File: config.mk
export PLATFORM = sky130hd
export DESIGN_NAME = nco_sweep_flat
export DESIGN_NICKNAME = d
export VERILOG_FILES = /design/src/rtl/nco_sweep_pkg.sv /design/src/rtl/nco_sweep_if.sv /design/src/rtl/nco_sweep.sv /design/src/flat_wrapper.sv
export SDC_FILE = /design/constraint.sdc
export NUM_CORES = 1
export LEC_CHECK = 0
export ABC_AREA = 1
export BUFFER_PORTS_ARGS = -buffer_cell sky130_fd_sc_hd__buf_2
export CAP_MARGIN = 15
export CELL_PAD_IN_SITES_DETAIL_PLACEMENT = 1
export CELL_PAD_IN_SITES_GLOBAL_PLACEMENT = 1
export CORE_ASPECT_RATIO = 1.2
export CORE_UTILIZATION = 38
export CTS_CLUSTER_DIAMETER = 120
export CTS_CLUSTER_SIZE = 10
export DETAILED_ROUTE_END_ITERATION = 8
export PLACE_DENSITY_LB_ADDON = 0.05
export SLEW_MARGIN = 20
export SYNTH_ARGS = -nofsm -noshare
export SYNTH_HDL_FRONTEND = slang
export SYNTH_SLANG_ARGS = --single-unit
File: constraint.sdc
create_clock -name ipClk -period 3.35 [get_ports ipClk]
set_input_delay 0.8375 -clock ipClk [delete_from_list [all_inputs] [get_ports ipClk]]
set_output_delay 0.8375 -clock ipClk [all_outputs]
set_load 0.1 [all_outputs]
File: src/rtl/nco_sweep_pkg.sv
// Shared definitions for the NCO frequency sweep controller:
// the sweep state encoding and the default word widths.
package nco_sweep_pkg;

  localparam int FREQ_WIDTH_DEF  = 32;
  localparam int DWELL_WIDTH_DEF = 16;

  typedef enum logic [1:0] {
    IDLE  = 2'd0,
    DWELL = 2'd1,
    DONE  = 2'd2
  } sweepState_t;

endpackage

File: src/rtl/nco_sweep_if.sv
// Sweep request / NCO drive bundle between a sweep controller (slave)
// and the block that requests sweeps and observes status (master).
interface nco_sweep_if
  import nco_sweep_pkg::*;
#(
  parameter int FREQ_WIDTH  = FREQ_WIDTH_DEF,
  parameter int DWELL_WIDTH = DWELL_WIDTH_DEF
) ();

  logic                   ipStart;
  logic                   ipAbort;
  logic [FREQ_WIDTH-1:0]  ipStartFreq;
  logic [FREQ_WIDTH-1:0]  ipStopFreq;
  logic [FREQ_WIDTH-1:0]  ipStep;
  logic                   ipDown;
  logic [DWELL_WIDTH-1:0] ipDwell;
  logic [FREQ_WIDTH-1:0]  opFrequency;
  logic                   opNcoReset;
  logic                   opBusy;
  logic                   opStep;
  logic                   opDone;

  modport master (
    output ipStart, ipAbort, ipStartFreq, ipStopFreq, ipStep, ipDown, ipDwell,
    input  opFrequency, opNcoReset, opBusy, opStep, opDone
  );

  modport slave (
    input  ipStart, ipAbort, ipStartFreq, ipStopFreq, ipStep, ipDown, ipDwell,
    output opFrequency, opNcoReset, opBusy, opStep, opDone
  );

endinterface

File: src/rtl/nco_sweep.sv
// Stepped tuning-word sweep for an NCO: holds each word for the dwell time,
// clamps the final word to the stop frequency, then strobes done.
module nco_sweep
  import nco_sweep_pkg::*;
#(
  parameter int FREQ_WIDTH  = FREQ_WIDTH_DEF,
  parameter int DWELL_WIDTH = DWELL_WIDTH_DEF
) (
  input  logic        ipClk,
  input  logic        Reset,
  nco_sweep_if.slave  sweepBus
);

  sweepState_t            stateR,     stateN;
  logic [FREQ_WIDTH-1:0]  freqR,      freqN;
  logic [FREQ_WIDTH-1:0]  stopR,      stopN;
  logic [FREQ_WIDTH-1:0]  stepR,      stepN;
  logic                   downR,      downN;
  logic [DWELL_WIDTH-1:0] dwellLoadR, dwellLoadN;
  logic [DWELL_WIDTH-1:0] counterR,   counterN;
  logic                   lastR,      lastN;
  logic                   ncoResetR,  ncoResetN;
  logic                   busyR,      busyN;
  logic                   stepStbR,   stepStbN;
  logic                   doneR,      doneN;

  logic [FREQ_WIDTH:0]    sumUp;
  logic [FREQ_WIDTH:0]    diffDown;
  logic                   clampUp;
  logic                   clampDown;
  logic                   clampHit;

  // The extra top bit is the carry (up) or borrow (down); either forces the
  // clamp, as does a zero step so a degenerate sweep can never stall.
  assign sumUp     = {1'b0, freqR} + {1'b0, stepR};
  assign diffDown  = {1'b0, freqR} - {1'b0, stepR};
  assign clampUp   = sumUp[FREQ_WIDTH]    || (sumUp[FREQ_WIDTH-1:0]    >= stopR);
  assign clampDown = diffDown[FREQ_WIDTH] || (diffDown[FREQ_WIDTH-1:0] <= stopR);
  assign clampHit  = (stepR == '0) || (downR ? clampDown : clampUp);

  // Next-state and next-output logic for the sweep FSM.
  always_comb begin
    stateN     = stateR;
    freqN      = freqR;
    stopN      = stopR;
    stepN      = stepR;
    downN      = downR;
    dwellLoadN = dwellLoadR;
    counterN   = counterR;
    lastN      = lastR;
    ncoResetN  = 1'b0;
    busyN      = busyR;
    stepStbN   = 1'b0;
    doneN      = 1'b0;

    case (stateR)
      IDLE: begin
        if (sweepBus.ipStart) begin
          stateN     = DWELL;
          freqN      = sweepBus.ipStartFreq;
          stopN      = sweepBus.ipStopFreq;
          stepN      = sweepBus.ipStep;
          downN      = sweepBus.ipDown;
          dwellLoadN = (sweepBus.ipDwell == '0) ? DWELL_WIDTH'(1) : sweepBus.ipDwell;
          counterN   = (sweepBus.ipDwell == '0) ? DWELL_WIDTH'(1) : sweepBus.ipDwell;
          lastN      = 1'b0;
          ncoResetN  = 1'b1;
          busyN      = 1'b1;
        end else begin
          stateN     = IDLE;
        end
      end
      DWELL: begin
        if (sweepBus.ipAbort) begin
          stateN   = IDLE;
          busyN    = 1'b0;
          lastN    = 1'b0;
          counterN = '0;
        end else if (counterR <= DWELL_WIDTH'(1)) begin
          if (lastR) begin
            // The clamped stop word has served its dwell: finish the sweep.
            stateN   = DONE;
            busyN    = 1'b0;
            doneN    = 1'b1;
            lastN    = 1'b0;
            counterN = '0;
          end else begin
            freqN    = clampHit ? stopR :
                       (downR ? diffDown[FREQ_WIDTH-1:0] : sumUp[FREQ_WIDTH-1:0]);
            lastN    = clampHit;
            stepStbN = 1'b1;
            counterN = dwellLoadR;
          end
        end else begin
          counterN = counterR - DWELL_WIDTH'(1);
        end
      end
      DONE: begin
        stateN = IDLE;
      end
      default: begin
        stateN   = IDLE;
        busyN    = 1'b0;
        lastN    = 1'b0;
        counterN = '0;
      end
    endcase
  end

  // State and output registers; the NCO phase reset is held throughout reset.
  always_ff @(posedge ipClk) begin
    if (Reset) begin
      stateR     <= IDLE;
      freqR      <= '0;
      stopR      <= '0;
      stepR      <= '0;
      downR      <= 1'b0;
      dwellLoadR <= '0;
      counterR   <= '0;
      lastR      <= 1'b0;
      ncoResetR  <= 1'b1;
      busyR      <= 1'b0;
      stepStbR   <= 1'b0;
      doneR      <= 1'b0;
    end else begin
      stateR     <= stateN;
      freqR      <= freqN;
      stopR      <= stopN;
      stepR      <= stepN;
      downR      <= downN;
      dwellLoadR <= dwellLoadN;
      counterR   <= counterN;
      lastR      <= lastN;
      ncoResetR  <= ncoResetN;
      busyR      <= busyN;
      stepStbR   <= stepStbN;
      doneR      <= doneN;
    end
  end

  assign sweepBus.opFrequency = freqR;
  assign sweepBus.opNcoReset  = ncoResetR;
  assign sweepBus.opBusy      = busyR;
  assign sweepBus.opStep      = stepStbR;
  assign sweepBus.opDone      = doneR;

endmodule
File: src/flat_wrapper.sv
// flat-port wrapper written by rule: the top's interface ports become plain ports
module nco_sweep_flat import nco_sweep_pkg::*;
#(
  parameter int FREQ_WIDTH  = FREQ_WIDTH_DEF,
  parameter int DWELL_WIDTH = DWELL_WIDTH_DEF
)
  (ipClk, Reset, sweepBus_ipStart, sweepBus_ipAbort, sweepBus_ipStartFreq, sweepBus_ipStopFreq, sweepBus_ipStep, sweepBus_ipDown, sweepBus_ipDwell, sweepBus_opFrequency, sweepBus_opNcoReset, sweepBus_opBusy, sweepBus_opStep, sweepBus_opDone);
  nco_sweep_if #(.FREQ_WIDTH(FREQ_WIDTH), .DWELL_WIDTH(DWELL_WIDTH)) sweepBus_i ();
  input  logic ipClk;
  input  logic Reset;
  input wire logic [$bits(sweepBus_i.ipStart)-1:0] sweepBus_ipStart;
  input wire logic [$bits(sweepBus_i.ipAbort)-1:0] sweepBus_ipAbort;
  input wire logic [$bits(sweepBus_i.ipStartFreq)-1:0] sweepBus_ipStartFreq;
  input wire logic [$bits(sweepBus_i.ipStopFreq)-1:0] sweepBus_ipStopFreq;
  input wire logic [$bits(sweepBus_i.ipStep)-1:0] sweepBus_ipStep;
  input wire logic [$bits(sweepBus_i.ipDown)-1:0] sweepBus_ipDown;
  input wire logic [$bits(sweepBus_i.ipDwell)-1:0] sweepBus_ipDwell;
  output wire logic [$bits(sweepBus_i.opFrequency)-1:0] sweepBus_opFrequency;
  output wire logic [$bits(sweepBus_i.opNcoReset)-1:0] sweepBus_opNcoReset;
  output wire logic [$bits(sweepBus_i.opBusy)-1:0] sweepBus_opBusy;
  output wire logic [$bits(sweepBus_i.opStep)-1:0] sweepBus_opStep;
  output wire logic [$bits(sweepBus_i.opDone)-1:0] sweepBus_opDone;
  assign sweepBus_i.ipStart = sweepBus_ipStart;
  assign sweepBus_i.ipAbort = sweepBus_ipAbort;
  assign sweepBus_i.ipStartFreq = sweepBus_ipStartFreq;
  assign sweepBus_i.ipStopFreq = sweepBus_ipStopFreq;
  assign sweepBus_i.ipStep = sweepBus_ipStep;
  assign sweepBus_i.ipDown = sweepBus_ipDown;
  assign sweepBus_i.ipDwell = sweepBus_ipDwell;
  assign sweepBus_opFrequency = sweepBus_i.opFrequency;
  assign sweepBus_opNcoReset = sweepBus_i.opNcoReset;
  assign sweepBus_opBusy = sweepBus_i.opBusy;
  assign sweepBus_opStep = sweepBus_i.opStep;
  assign sweepBus_opDone = sweepBus_i.opDone;
  nco_sweep #(.FREQ_WIDTH(FREQ_WIDTH), .DWELL_WIDTH(DWELL_WIDTH)) u_core (.ipClk(ipClk), .Reset(Reset), .sweepBus(sweepBus_i));
endmodule
* Yosys cells after proc, flatten, opt, wreduce, memory -nomap -nowiden
Cells that the tools add are included.
** Storage, ports and cells
- Register bits :: 136
- Bits of input ports :: 117
- Word-level logic and storage cells :: 76
** Cells by class
- $add $sub $neg :: 3
- Order comparisons :: 3
- Eq/ne operators :: 8
- Multiplexer cells :: 33
- Bitwise operators :: 3
- Reductions and logical operators :: 14
** Operator list (count)
- $mux W32 :: 6
- $mux W16 :: 5
- $pmux W32 S2 :: 1
- $pmux W16 S3 :: 1
- $add A32 B32 Y33 :: 1
- $sub A32 B32 Y33 :: 1
- $ge A32 B32 Y1 :: 1
- $le A32 B32 Y1 :: 1
- $logic_not A32 Y1 :: 1
- $le A16 B1 Y1 const B :: 1
- $logic_not A16 Y1 :: 1
- $sub A16 B1 Y16 const B :: 1
- $mux W1 :: 14
- $mux W2 :: 3
- $ne A2 B2 Y1 const B :: 3
- $ne A3 B2 Y1 const B :: 2
- $pmux W1 S3 :: 2
- $reduce_and A2 Y1 :: 3
- $reduce_and A5 Y1 :: 1
- $pmux W2 S2 :: 1
- $reduce_and A4 Y1 :: 1
- $reduce_or A4 Y1 :: 1
- $logic_or A1 B1 Y1 :: 3
- $not A1 Y1 :: 3
- other kinds (6) :: 6

* Longest topological paths before layout
- Depth in word-level cells :: 10
- Mapped depth :: 29

* Least setup slack after synthesis
No wires, ideal clock.
- Kind :: register to register
- Start point :: register u_core.freqR[10] (netlist: u_core.sweepBus.opFrequency[10])
- End point :: register u_core.freqR[25] (netlist: u_core.sweepBus.opFrequency[25])
- Data arrival time :: 3783 ps
- Required time :: 3279 ps
- Setup slack :: -505 ps
- Cell stages (with the launch flop) :: 26
- Buffers on the path :: 2
- Period minus slack after synthesis :: 3855 ps
- Cell sequence :: dfxtp_1 -> ha_1 -> buf_2 -> nand2_1 -> inv_1 -> a21oi_1 -> nor2_1 -> nor2_1 -> nand2_1 -> nand2_1 -> nand2_1 -> nand2_1 -> nand2_1 -> ha_1 -> nand4_1 -> nor3_1 -> and3_1 -> nand2_1 -> nand2_1 -> nand3_2 -> nand2_4 -> nand3_4 -> buf_6 -> nand2_1 -> nand3_1 -> a21oi_1
** Between the ends
- Word-level cells in the longest chain between the ends :: 10
** RTL lines
- from (decl) :: line nco_sweep.sv:15 : logic [FREQ_WIDTH-1:0] freqR, freqN;
- from (signal assigned) :: line nco_sweep.sv:127 : freqR <= freqN;
- $add A32 B32 Y33 / $sub A32 B32 Y33 (equally long branches) :: line nco_sweep.sv:35, nco_sweep.sv:36
- $ge A32 B32 Y1 / $le A32 B32 Y1 (equally long branches) :: line nco_sweep.sv:37, nco_sweep.sv:38
- $logic_or A1 B1 Y1 (on tied branches) :: line nco_sweep.sv:37, nco_sweep.sv:38
- $mux W1 :: line nco_sweep.sv:39 : assign clampHit = (stepR == '0) || (downR ? clampDown : clampUp);
- $logic_or A1 B1 Y1 :: line nco_sweep.sv:39
- $mux W32 * :: line nco_sweep.sv:88 : freqN = clampHit ? stopR :
- $mux W32 * :: line nco_sweep.sv:80 : if (lastR) begin
- $mux W32 * :: line nco_sweep.sv:79 : end else if (counterR <= DWELL_WIDTH'(1)) begin
- $mux W32 * :: line nco_sweep.sv:74 : if (sweepBus.ipAbort) begin
- $pmux W32 S2 * :: line nco_sweep.sv:56 : case (stateR)
Every way passes the cells marked *; elsewhere a longest branch is shown, timed or not. The select of a mux whose other input is x is not followed.
A chain may end at the register's enable or synchronous reset.

* Worst setup path in the final report
- Start point :: register u_core.stepR[8]
- End point :: register u_core.freqR[10] (netlist: u_core.sweepBus.opFrequency[10])
** Between the ends
- Word-level cells in the longest chain between the ends :: 10
** RTL lines
- from (decl) :: line nco_sweep.sv:17 : logic [FREQ_WIDTH-1:0] stepR, stepN;
- from (signal assigned) :: line nco_sweep.sv:129 : stepR <= stepN;
- $add A32 B32 Y33 / $sub A32 B32 Y33 (equally long branches) :: line nco_sweep.sv:35, nco_sweep.sv:36
- $ge A32 B32 Y1 / $le A32 B32 Y1 (equally long branches) :: line nco_sweep.sv:37, nco_sweep.sv:38
- $logic_or A1 B1 Y1 (on tied branches) :: line nco_sweep.sv:37, nco_sweep.sv:38
- $mux W1 :: line nco_sweep.sv:39
- $logic_or A1 B1 Y1 :: line nco_sweep.sv:39
- $mux W32 * :: line nco_sweep.sv:88
- $mux W32 * :: line nco_sweep.sv:80
- $mux W32 * :: line nco_sweep.sv:79
- $mux W32 * :: line nco_sweep.sv:74
- $pmux W32 S2 * :: line nco_sweep.sv:56
Marks and branches as above.

==> summary.txt <==
CTS
  • Number of H-tree levels: 4
  • CTS tree: yes
  • CTS max path bufs: 2
  • # clock sinks: between 100 and 150
  • Clock latency on the worst-skew pair: 530 ps
  • Total CTS buffers: 17
  • Root buffer cell: clkbuf_16
  • Clock transition at path regs: 80 ps

Yosys
  • Post-synth EDFFs: 0
  • Syn. warnings: 0
  • Top_reg_cell synth: dfxtp_1
  • Asr flop ratio synth: 0%
  • Mapped Cells: between 2000 and 2500
  • Syn_nets: around 2400
  • Syn avg cell area: between 5 and 6 µm²
  • #FFs+latches synth: around 140
  • Sequential fraction of the synthesis area: 21.1%
  • Post-Syn Area: 12900 µm²
  • Post-synthesis cell type count: 45

Placement
  • GP Congestion: 1.04
  • Port bufs: about 150
  • Dpl cells: 3104
  • Pre-CTS WS: -955 ps
  • Dpl hpwl: 53.6 mm

STA
  • # setup viols final: 33
  • Endpoints failing hold: 0
  • Post-route minimum period: 5430 ps
  • Setup repair after global routing missed its margin: yes
  • Final worst slack: -2080 ps
  • Setup TNS Final: -56990 ps
  • Clock Skews: 23.8 ps
  • Worst Tran Pin Value: 1420 ps
  • FMAX: 0.184 GHz
  • Slew headroom: about 5.5%
  • Final Cycle Share: 162%
  • Final Max Slew Viols: 0

Critical path
  • CP required: 3750 ps
  • Setup crit end kind: flop
  • Critical Path Max Stage Delay: 430 ps
  • CP Launch Type: flop
  • Crit-path leading delay family: simple AND/OR/NAND/NOR gates
  • Worst r2r src: u_core.stepR[8]
  • Cell mode on critical path: nand2_1
  • Reg2Reg Setup Slack: -2080 ps
  • Crit Path Class: reg -> reg
  • Worst reg2reg endpoint: u_core.sweepBus.opFrequency[10]
  • Critical path's slowest cell: nand2_1
  • R2R depth: 26
  • CP max FO: 7
  • Critical Path AT: approximately 6000 ps
  • Buf+Inv Stages, Crit Path: 5

Drt
  • Wirelength per Cell: 29.7 µm
  • Drt pass-1 iters: 6
  • DR vias: between 20000 and 25000
  • DRC Markers: 0
  • DRT iter0 DRCs: 2252
  • Vias per inst: 6.36
  • Drt total wl: 96.4 mm
  • Post-route ant nets: 0

Global route
  • Initial antenna violation count: 15
  • Grt total ovfl: 0
  • Largest net degree at the start of global routing: 56
  • First-pass GRT wire length: 115 mm
  • Vias in the first global route: 20000
  • Global-route usage over all layers: 44.4%

Outcome
  • Violated checks: negative setup slack
  • Status: complete, but fails checks

Die
  • Boundary Pins: 153
  • Die W: 170 µm
  • Rows: between 70 and 80
  • Overall die area: 34700 µm²
  • Die H: 204 µm
  • Starting density of the core: 38.8%
  • Core area: about 33000 µm²

Hold path
  • HP Class: reg -> reg
  • Min-Delay Endpoint: u_core.dwellLoadR[0]
  • Beginning of the worst hold path: u_core.dwellLoadR[0]
  • Worst hold path cell count: 2

Layout
  • Layout cells sized above 1: between 40% and 50%
  • Finished Core Util: 63.5%
  • Area growth syn-to-layout: 63.6%
  • Total Nets Final: 3024
  • Most common cell after layout, fill and taps aside: buf_4
  • Commonest cells after routing, fill and taps aside: 484 x buf_4, 404 x nand2_1, 276 x inv_1, 189 x nand3_1, 152 x buf_2
  • Finished Layout Cells: 3245

Power and ir drop
  • Cell leakage power: 0.0108 µW
  • Pwr Density: 565 nW/µm²
  • Max VDD drop: 0.490 mV
  • Overall Power: 11900 µW

Flow run
  • Max cap viols: 0
## kinds of logic after synthesis
family	Yosys count	share of synthesized area, %
AND/OR/NAND/NOR	1102	36.8
buffers and inverters	421	12.7
AO/OA/AOI/OAI	352	14.6
flip-flops	136	21.1
adder cells (fa/ha/maj)	132	12.9
XOR/XNOR	24	1.63
multiplexers	3	0.233
## layout make-up
| cell class | count | area, µm² |
|---|---|---|
| Antenna cell | 8 | 20.0 |
| Inverter | 336 | 1270 |
| Clock inverter | 13 | 130 |
| Tap cell | 450 | 563 |
| Timing Repair Buffer | 671 | 4890 |
| Sequential cell | 136 | 2850 |
| Fill cell | 4363 | 12100 |
| Clock buffer | 18 | 450 |
| Multi-Input combinational cell | 1613 | 10900 |
## power breakdown
group,internal [µW],switching (µW),total (µW)
clock,1080,1000,2090
combinational,2980,4990,7970
sequential,1750,122,1880
## stage by stage
stage	instance area (µm²)	hold WS [ps]
2_1_floorplan	13000	446
3_3_place_gp	17100	468
3_5_place_dp	17100	474
4_1_cts	19300	484
5_1_grt	21100	516
6_report	21100	483
## what timing repair did
item | CTS | global route
setup buffers | 70 | 34
resized for setup | 253 | 433
endpoints found under the setup margin | 33 | 33
hold buffers | 0 | 0
cloned | 2 | 1
pin swaps | 67 | 146
## synth_stat cells, types with 4 or more instances
cell type  number  area share (%)
nand2_1       600              17
inv_1         329             9.6
nand3_1       238             9.2
a21oi_1       156             6.1
nor2_1        149             4.3
o21ai_0       144             5.6
dfxtp_1       136              21
ha_1          130              13
nand4_1        65             3.2
clkbuf_1       42             1.2
buf_2          34             1.3
xor2_1         23             1.6
nor3_1         17            0.66
o22ai_1        17            0.82
o21bai_1        7            0.41
buf_1           6            0.17
nor2_2          6            0.29
o21a_1          6            0.35
a22oi_1         5            0.29
inv_2           5            0.15
nand3b_1        5            0.29
nor4_1          5            0.24
o221ai_1        5            0.34
o21ai_1         4            0.16
## worst register-to-register path: stages (launching register included)
cell and delay [ps]:
dfxtp_2 330, buf_4 130, buf_4 120, ha_1 360
nand2_2 330, nand2_2 170, nand2_1 430, nand2_1 300
inv_2 140, nand3_4 140, buf_4 190, nand2_1 200
nand2_1 100, nand2_1 120, nand2_1 100, ha_1 190
a21oi_1 230, o21a_1 150, a21oi_1 70, nor2_1 130
nand3_2 110, nand2_4 120, nand3_4 220, clkbuf_16 250
nand2_1 90, nand3_1 150, a21oi_2 400
## state kept, by name, indices dropped and copies added (netlist names)
| name | cells |
|---|---|
| u_core.dwellLoadR | 16 |
| u_core.lastR | 1 |
| u_core.sweepBus.opBusy | 1 |
| u_core.stateR | 2 |
| u_core.sweepBus.opNcoReset | 1 |
| u_core.stepR | 32 |
| u_core.sweepBus.opStep | 1 |
| u_core.sweepBus.opFrequency | 32 |
| u_core.sweepBus.opDone | 1 |
| u_core.stopR | 32 |
| u_core.counterR | 16 |
| u_core.downR | 1 |
## worst max path at each step
| stage | startpoint | end | slack (ps) | cells past startpoint |
|---|---|---|---|---|
| finish | u_core.stepR[8] | u_core.sweepBus.opFrequency[10] | -2080 | 26 |
| global route | u_core.stepR[9] | u_core.sweepBus.opFrequency[10] | -2420 | 23 |
| CTS | u_core.sweepBus.opFrequency[0] | u_core.sweepBus.opFrequency[13] | -590 | 30 |
| detailed placement | u_core.stepR[2] | u_core.sweepBus.opFrequency[23] | -960 | 23 |
| global placement | u_core.stepR[13] | u_core.sweepBus.opFrequency[18] | -750 | 24 |
| floorplan | u_core.sweepBus.opFrequency[1] | u_core.sweepBus.opFrequency[26] | 0.2 | 24 |
## routing by layer
metal / track usage, % / vias up / part of all wire [%]
li1: - / 8277 / -
met1: 47.4 / 9807 / 33
met2: 75.8 / 1725 / 43
met3: 10.0 / 818 / 13
met4: 34.7 / 19 / 11
met5: 0 / - / 0.38
No activity file was read; power rests on OpenSTA's default activity.
